--- config.mk ---
export PLATFORM = sky130hd
export DESIGN_NAME = dmem_arbiter
export DESIGN_NICKNAME = d
export VERILOG_FILES = /design/src/rtl/dmem_arbiter.sv
export SDC_FILE = /design/constraint.sdc
export NUM_CORES = 1
export LEC_CHECK = 0
export ABC_AREA = 1
export CORE_MARGIN = 1.5
export CORE_UTILIZATION = 44
export CTS_BUF_LIST = sky130_fd_sc_hd__clkbuf_8 sky130_fd_sc_hd__clkbuf_16
export CTS_CLUSTER_SIZE = 40
export DETAILED_ROUTE_END_ITERATION = 12
export PLACE_DENSITY = 0.83
export SYNTH_ARGS = -nofsm -noshare
export SYNTH_HDL_FRONTEND = slang
export SYNTH_SLANG_ARGS = --single-unit
--- constraint.sdc ---
create_clock -name clk -period 4.95 [get_ports clk]
set_input_delay 1.485 -clock clk [delete_from_list [all_inputs] [get_ports clk]]
set_output_delay 1.485 -clock clk [all_outputs]
set_load 0.05 [all_outputs]
--- src/rtl/dmem_arbiter.sv ---
// -----------------------------------------------------------------------------
// dmem_arbiter
//
// Two-requester arbiter and access sequencer placed in front of the
// byte-addressed data memory. Port 0 is the core load/store unit and port 1
// is the debug/DMA loader. Requests are granted round-robin. Each request is
// checked for size, alignment and address range, and then one memory transfer
// runs at a time. The sequencer waits on mem_rdy, bounded by a timeout, and
// returns a one-cycle response pulse to the port that owns the transfer.
//
// Parameters
//   MEM_BYTES : memory size in bytes; an access is legal only when
//               addr + size <= MEM_BYTES
//   TIMEOUT   : maximum number of ACCESS cycles spent waiting for mem_rdy
//               (must be >= 1)
//
// Ports
//   clk, rst_n           : rising-edge clock, asynchronous active-low reset
//   pN_req/addr/we/      : request from port N (N = 0, 1); the request is
//   wdata/size             held stable until pN_gnt
//   pN_gnt               : combinational; the request is accepted this cycle
//   pN_rvalid            : one-cycle response pulse
//   pN_rdata             : zero-extended load data (0 for stores and errors)
//   pN_err               : valid with pN_rvalid; the access was rejected or
//                          timed out
//   mem_*                : memory interface; driven only in ACCESS, 0 otherwise
//   mem_read_data        : combinational read data from the memory
//   mem_rdy              : the access completes on a rising edge where it is 1
// -----------------------------------------------------------------------------
module dmem_arbiter #(
  parameter int unsigned MEM_BYTES = 64,
  parameter int unsigned TIMEOUT   = 16
) (
  input  logic        clk,
  input  logic        rst_n,

  input  logic        p0_req,
  input  logic [31:0] p0_addr,
  input  logic        p0_we,
  input  logic [31:0] p0_wdata,
  input  logic [2:0]  p0_size,
  output logic        p0_gnt,
  output logic        p0_rvalid,
  output logic [31:0] p0_rdata,
  output logic        p0_err,

  input  logic        p1_req,
  input  logic [31:0] p1_addr,
  input  logic        p1_we,
  input  logic [31:0] p1_wdata,
  input  logic [2:0]  p1_size,
  output logic        p1_gnt,
  output logic        p1_rvalid,
  output logic [31:0] p1_rdata,
  output logic        p1_err,

  output logic [31:0] mem_address,
  output logic        mem_write_enable,
  output logic        mem_read_enable,
  output logic [31:0] mem_write_data,
  output logic [2:0]  mem_xfer_size,
  input  logic [31:0] mem_read_data,
  input  logic        mem_rdy
);

  // The counter must be wide enough to hold TIMEOUT-1. It is kept at least
  // one bit wide so that TIMEOUT = 1 still elaborates.
  localparam int unsigned CW = (TIMEOUT > 1) ? $clog2(TIMEOUT) : 1;

  typedef enum logic [1:0] {
    ST_IDLE   = 2'd0,
    ST_ACCESS = 2'd1,
    ST_RESP   = 2'd2
  } state_e;

  // ---------------------------------------------------------------------------
  // Legality and load-data helpers
  // ---------------------------------------------------------------------------
  function automatic logic access_legal(input logic [31:0] a, input logic [2:0] s);
    logic        size_ok;
    logic        align_ok;
    logic [32:0] end_addr;
    size_ok  = (s == 3'd1) || (s == 3'd2) || (s == 3'd4);
    align_ok = (s == 3'd2) ? ~a[0] :
               (s == 3'd4) ? (a[1:0] == 2'b00) : 1'b1;
    // The end address is computed in 33 bits so that an address near
    // 2^32 cannot wrap around into the legal range.
    end_addr = {1'b0, a} + {30'd0, s};
    return size_ok && align_ok && (end_addr <= 33'(MEM_BYTES));
  endfunction

  function automatic logic [31:0] mask_load(input logic [31:0] d, input logic [2:0] s);
    case (s)
      3'd1:    return {24'd0, d[7:0]};
      3'd2:    return {16'd0, d[15:0]};
      default: return d;
    endcase
  endfunction

  // ---------------------------------------------------------------------------
  // Per-port inputs collected into arrays so that the logic below can be
  // indexed by port number
  // ---------------------------------------------------------------------------
  logic [1:0]  req;
  logic [31:0] req_addr  [2];
  logic        req_we    [2];
  logic [31:0] req_wdata [2];
  logic [2:0]  req_size  [2];

  assign req          = {p1_req, p0_req};
  assign req_addr[0]  = p0_addr;
  assign req_addr[1]  = p1_addr;
  assign req_we[0]    = p0_we;
  assign req_we[1]    = p1_we;
  assign req_wdata[0] = p0_wdata;
  assign req_wdata[1] = p1_wdata;
  assign req_size[0]  = p0_size;
  assign req_size[1]  = p1_size;

  // ---------------------------------------------------------------------------
  // State
  // ---------------------------------------------------------------------------
  state_e          state_q,      state_d;
  logic            last_grant_q, last_grant_d;
  logic            owner_q,      owner_d;
  logic [31:0]     addr_q,       addr_d;
  logic            we_q,         we_d;
  logic [31:0]     wdata_q,      wdata_d;
  logic [2:0]      size_q,       size_d;
  logic [CW-1:0]   cnt_q,        cnt_d;
  logic [31:0]     rdata_q,      rdata_d;
  logic            err_q,        err_d;

  // ---------------------------------------------------------------------------
  // Arbitration. Grants are issued only in IDLE. When both ports request,
  // the port that was not granted last wins.
  // ---------------------------------------------------------------------------
  logic win_valid;
  logic winner;

  always_comb begin
    win_valid = 1'b0;
    winner    = 1'b0;
    if (state_q == ST_IDLE) begin
      unique case (req)
        2'b01: begin win_valid = 1'b1; winner = 1'b0;          end
        2'b10: begin win_valid = 1'b1; winner = 1'b1;          end
        2'b11: begin win_valid = 1'b1; winner = ~last_grant_q; end
        default: ;
      endcase
    end
  end

  // ---------------------------------------------------------------------------
  // Next-state logic
  // ---------------------------------------------------------------------------
  always_comb begin
    state_d      = state_q;
    last_grant_d = last_grant_q;
    owner_d      = owner_q;
    addr_d       = addr_q;
    we_d         = we_q;
    wdata_d      = wdata_q;
    size_d       = size_q;
    cnt_d        = cnt_q;
    rdata_d      = rdata_q;
    err_d        = err_q;

    unique case (state_q)
      ST_IDLE: begin
        if (win_valid) begin
          owner_d      = winner;
          last_grant_d = winner;
          addr_d       = req_addr[winner];
          we_d         = req_we[winner];
          wdata_d      = req_wdata[winner];
          size_d       = req_size[winner];
          if (access_legal(req_addr[winner], req_size[winner])) begin
            state_d = ST_ACCESS;
            cnt_d   = '0;
          end else begin
            // An illegal request is answered straight away. The memory is
            // never enabled for it.
            state_d = ST_RESP;
            err_d   = 1'b1;
            rdata_d = '0;
          end
        end
      end

      ST_ACCESS: begin
        if (mem_rdy) begin
          state_d = ST_RESP;
          err_d   = 1'b0;
          rdata_d = we_q ? 32'd0 : mask_load(mem_read_data, size_q);
        end else if (cnt_q == CW'(TIMEOUT - 1)) begin
          state_d = ST_RESP;
          err_d   = 1'b1;
          rdata_d = '0;
        end else begin
          cnt_d = cnt_q + 1'b1;
        end
      end

      ST_RESP: begin
        state_d = ST_IDLE;
      end

      default: begin
        state_d = ST_IDLE;
      end
    endcase
  end

  // ---------------------------------------------------------------------------
  // State registers. last_grant resets to 1 so that port 0 wins the first
  // contested arbitration.
  // ---------------------------------------------------------------------------
  always_ff @(posedge clk or negedge rst_n) begin
    if (!rst_n) begin
      state_q      <= ST_IDLE;
      last_grant_q <= 1'b1;
      owner_q      <= 1'b0;
      addr_q       <= '0;
      we_q         <= 1'b0;
      wdata_q      <= '0;
      size_q       <= '0;
      cnt_q        <= '0;
      rdata_q      <= '0;
      err_q        <= 1'b0;
    end else begin
      state_q      <= state_d;
      last_grant_q <= last_grant_d;
      owner_q      <= owner_d;
      addr_q       <= addr_d;
      we_q         <= we_d;
      wdata_q      <= wdata_d;
      size_q       <= size_d;
      cnt_q        <= cnt_d;
      rdata_q      <= rdata_d;
      err_q        <= err_d;
    end
  end

  // ---------------------------------------------------------------------------
  // Memory interface. The outputs are decoded from the state register, so the
  // asynchronous reset drops them at once and abandons any transfer in flight.
  // ---------------------------------------------------------------------------
  logic in_access;
  assign in_access        = (state_q == ST_ACCESS);
  assign mem_address      = in_access ? addr_q  : 32'd0;
  assign mem_write_data   = in_access ? wdata_q : 32'd0;
  assign mem_xfer_size    = in_access ? size_q  : 3'd0;
  assign mem_write_enable = in_access &  we_q;
  assign mem_read_enable  = in_access & ~we_q;

  // ---------------------------------------------------------------------------
  // Per-port grant and response outputs
  // ---------------------------------------------------------------------------
  logic [1:0]  gnt;
  logic [1:0]  rvalid;
  logic [1:0]  err_out;
  logic [31:0] rdata_out [2];

  for (genvar gi = 0; gi < 2; gi++) begin : g_port
    assign gnt[gi]       = win_valid && (winner == 1'(gi));
    assign rvalid[gi]    = (state_q == ST_RESP) && (owner_q == 1'(gi));
    assign err_out[gi]   = rvalid[gi] & err_q;
    assign rdata_out[gi] = rvalid[gi] ? rdata_q : 32'd0;
  end

  assign p0_gnt    = gnt[0];
  assign p1_gnt    = gnt[1];
  assign p0_rvalid = rvalid[0];
  assign p1_rvalid = rvalid[1];
  assign p0_err    = err_out[0];
  assign p1_err    = err_out[1];
  assign p0_rdata  = rdata_out[0];
  assign p1_rdata  = rdata_out[1];

endmodule

==> flow_summary_export.csv <==
group,metric,value,unit
status,outcome,"finished, final reports clean",
global_route,grt_max_degree,117,
worst_setup_path,cp.required,5.24,ns
global_route,grt_pass1_wl,39.8,mm
worst_setup_path,reg2reg_from,"state_q[1]",
cts,numCtsBuffers,9,
worst_setup_path,cp.arrival,4.95,ns
placed_design,portBuffers,311,
worst_setup_path,crit_family,"simple AND/OR/NAND/NOR gates",
yosys,synth_nets,1329,
finish,drive_above_1_share,6.53,%
global_route,met3_usage,5.19,%
detailed_routing,first_iter_violations,528,
detailed_routing,vias_per_cell,4.96,
die,core_area,16100,um^2
die,dieWidth,132,um
worst_setup_path,cp_common_cell,"nand2_1",
worst_hold_path,whs_endpoint,"rdata_q[6]",
cts,cts.reportedPaths.clkPinSlew,0.07,ns
cts,ctsHoldBuffers,0,
global_route,grt-ovfl-total,0,
yosys,ys_seq_area_share,37.3,%
finish,final_area,11000,um^2
die,fp-row-count,46,
yosys,netlist_area,7330,um^2
timing,maxSlewViolCount,0,
placed_design,dpl_cell_area,10700,um^2
timing,setup_viol,0,
detailed_routing,final_antenna_net_count,0,
worst_setup_path,r2r-end,"rdata_q[16]",
die,boundaryPins,312,
worst_setup_path,cp_num_buf_inv,6,
placed_design,hpwl,19.4,mm
worst_setup_path,crit_start,"p1_req",
yosys,synth_ff_type,"dfrtp_1",
timing,max_slew_margin,33.1,%
timing,min_period_over_period,94.3,%
yosys,yosysWarnings,0,
yosys,synth_edf_count,0,
worst_hold_path,hp-start,"rdata_q[6]",
run,maxCapViolations,0,
finish,antenna_cells,0,
finish,final_cells,1670,
cts,clock_sinks,109,
timing,fin_skew,0.00866,ns
cts,cts_setup_buffers,0,
cts,tritoncts,"built",
worst_setup_path,path_class,"input port to flop",
yosys,ys_ff_latch,109,
die,die_area,17400,um^2
global_route,grt_pass1_vias,7816,
timing,fin_crit,4.67,ns
worst_setup_path,cpMaxStageDelayCell,"clkdlybuf4s50_1",
global_route,antenna_found_initial,0,
cts,h-tree-depth,3,
detailed_routing,drt_wl_total,24.6,mm
yosys,avgSynthCellArea,6.36,um^2
worst_hold_path,min_path_type,"flop to flop",
timing,max_freq,214,MHz
cts,clockBufferDepth,2,
die,start_util,45.6,%
detailed_routing,drc,0,
yosys,synth.distinct_cells,36,
pwr,peakVddDrop,607,uV
worst_setup_path,r2r_cells,23,
placed_design,gp_congestion,0.938,
worst_setup_path,worstSetupEndpointType,"flop",
global_route,grtUsageTotal,28.1,%
yosys,syn_inst,1152,
detailed_routing,wl_per_cell,14.7,um
worst_setup_path,start_kind,"input port",
global_route,busiest_layer,"met2",
worst_setup_path,cpPeakStageDelay,0.54,ns
worst_setup_path,path_max_fanout,19,
pwr,power.leakage,0.00517,uW
global_route,grt_util_met2,47.2,%
cts,cts_resized,0,
worst_hold_path,min_path_cells,2,
detailed_routing,firstDrtPassIters,7,
timing,hold_viol,0,
yosys,synthArstFlopShare,100,%
cts,clk-insertion-delay-late,0.35,ns
die,die_h,132,um
worst_setup_path,r2r_setup_slack,1.10,ns
finish,nets,1626,
detailed_routing,vias,8286,
pwr,power.density,452,nW/um^2
finish,area.growth.synth_to_final,50.2,%
global_route,use_met1,36.7,%
timing,worst_pin_slew,1.00,ns
placed_design,placedCellCount,1654,
cts,cts_root_buf,"clkbuf_16",
==> flip-flops by register name, indices dropped and copies added (netlist names) <==
name and count:
addr_q 32, rdata_q 32, wdata_q 32, cnt_q 4
size_q 3, state_q 2, err_q 1, last_grant_q 1
owner_q 1, we_q 1
==> worst min-delay path: stages, from the launching register on <==
cell,delay (ns)
dfrtp_1,0.34
nand2_1,0.05
nand2_1,0.05
==> Yosys cell counts (3+ instances only) <==
master    number  area share (%)
clkbuf_1      35             1.8
inv_2          4            0.20
nor3_1        11            0.75
o22ai_1       33             2.8
xnor2_1        3            0.36
nor2_2         9            0.77
nand3_1       45             3.1
buf_4          5            0.51
nand2_2       16             1.4
o21ai_1       10            0.68
a21oi_1        6            0.41
xor2_1         3            0.36
o21ai_0       75             5.1
nand2_1      308              16
buf_6          6            0.92
nand4_1       27             2.3
ha_1           4            0.68
dfrtp_1      108              37
inv_1        189             9.7
nand3b_1       3            0.31
o21ai_2        5            0.60
buf_2          4            0.27
nor2_1       226              12
==> how the worst max path moves through the flow <==
stage	end	slack, ns	cells after the start
after floorplan	p0_gnt	0.31	8
after global placement	rdata_q[31]	-0.0009	22
after detailed placement	rdata_q[16]	-0.06	22
after CTS	rdata_q[16]	0.30	22
after global routing	cnt_q[2]	-0.02	25
final	rdata_q[16]	0.28	25
==> layer usage <==
| metal | vias up | routed length (um) |
|---|---|---|
| met5 | - | 0 |
| met1 | 3757 | 10500 |
| met4 | 0 | 554 |
| met3 | 41 | 1820 |
| met2 | 361 | 11700 |
| li1 | 4127 | - |
==> power breakdown <==
part,switching [uW],internal [uW],total (uW)
registers,142,1230,1380
logic,1940,930,2870
clock network,359,366,724
total,2440,2530,4970
==> cell usage in the layout (no fill, tap or decap), types with 5 or more instances in the layout <==
cell             count
a21oi_1              5
buf_4               23
clkbuf_16            9
clkdlybuf4s50_1    308
dfrtp_1            108
inv_1              188
inv_2                5
nand2_1            307
nand2_2             17
nand3_1             45
nand4_1             27
nor2_1             226
nor2_2               9
nor3_1              10
o21ai_0             75
o21ai_1              8
o21ai_2              7
o22ai_1             33
==> kinds of logic (layout without fill, tap and decap cells) <==
group / after synthesis / after routing / synth area share (%)
and+or+nand+nor: 656 / 656 / 37.7
DFF: 109 / 109 / 37.3
adders and majority gates: 4 / 4 / 0.683
buffers and inverters: 244 / 546 / 13.6
xor gates and xnor gates: 6 / 6 / 0.717
AOI/OAI and AO/OA: 133 / 133 / 10.0
==> through the flow <==
step | setup slack [ns] | total power (uW) | hold slack, ns | util (%) | setup TNS, ns
floorplan | 0.311 | 3320 | 0.442 | - | 0
global placement | -0.000884 | 4190 | 0.456 | 66.6 | -0.00192
detailed placement | -0.0612 | 4240 | 0.458 | 66.6 | -1.04
CTS | 0.298 | 4980 | 0.477 | 68.4 | 0
global route | -0.0209 | 5340 | 0.497 | 68.5 | -0.0716
finish | 0.283 | 4970 | 0.477 | 68.5 | 0
==> cell type report <==
type                            instances  area (um^2)
Clock buffer                           10          239
Multi-Input combinational cell        799         3630
Tap cell                              216          270
Clock inverter                          6         57.6
Fill cell                            1372         5050
Sequential cell                       109         2730
Inverter                              193          724
Timing Repair Buffer                  337         3360
No activity file was read; power rests on OpenSTA's default activity.
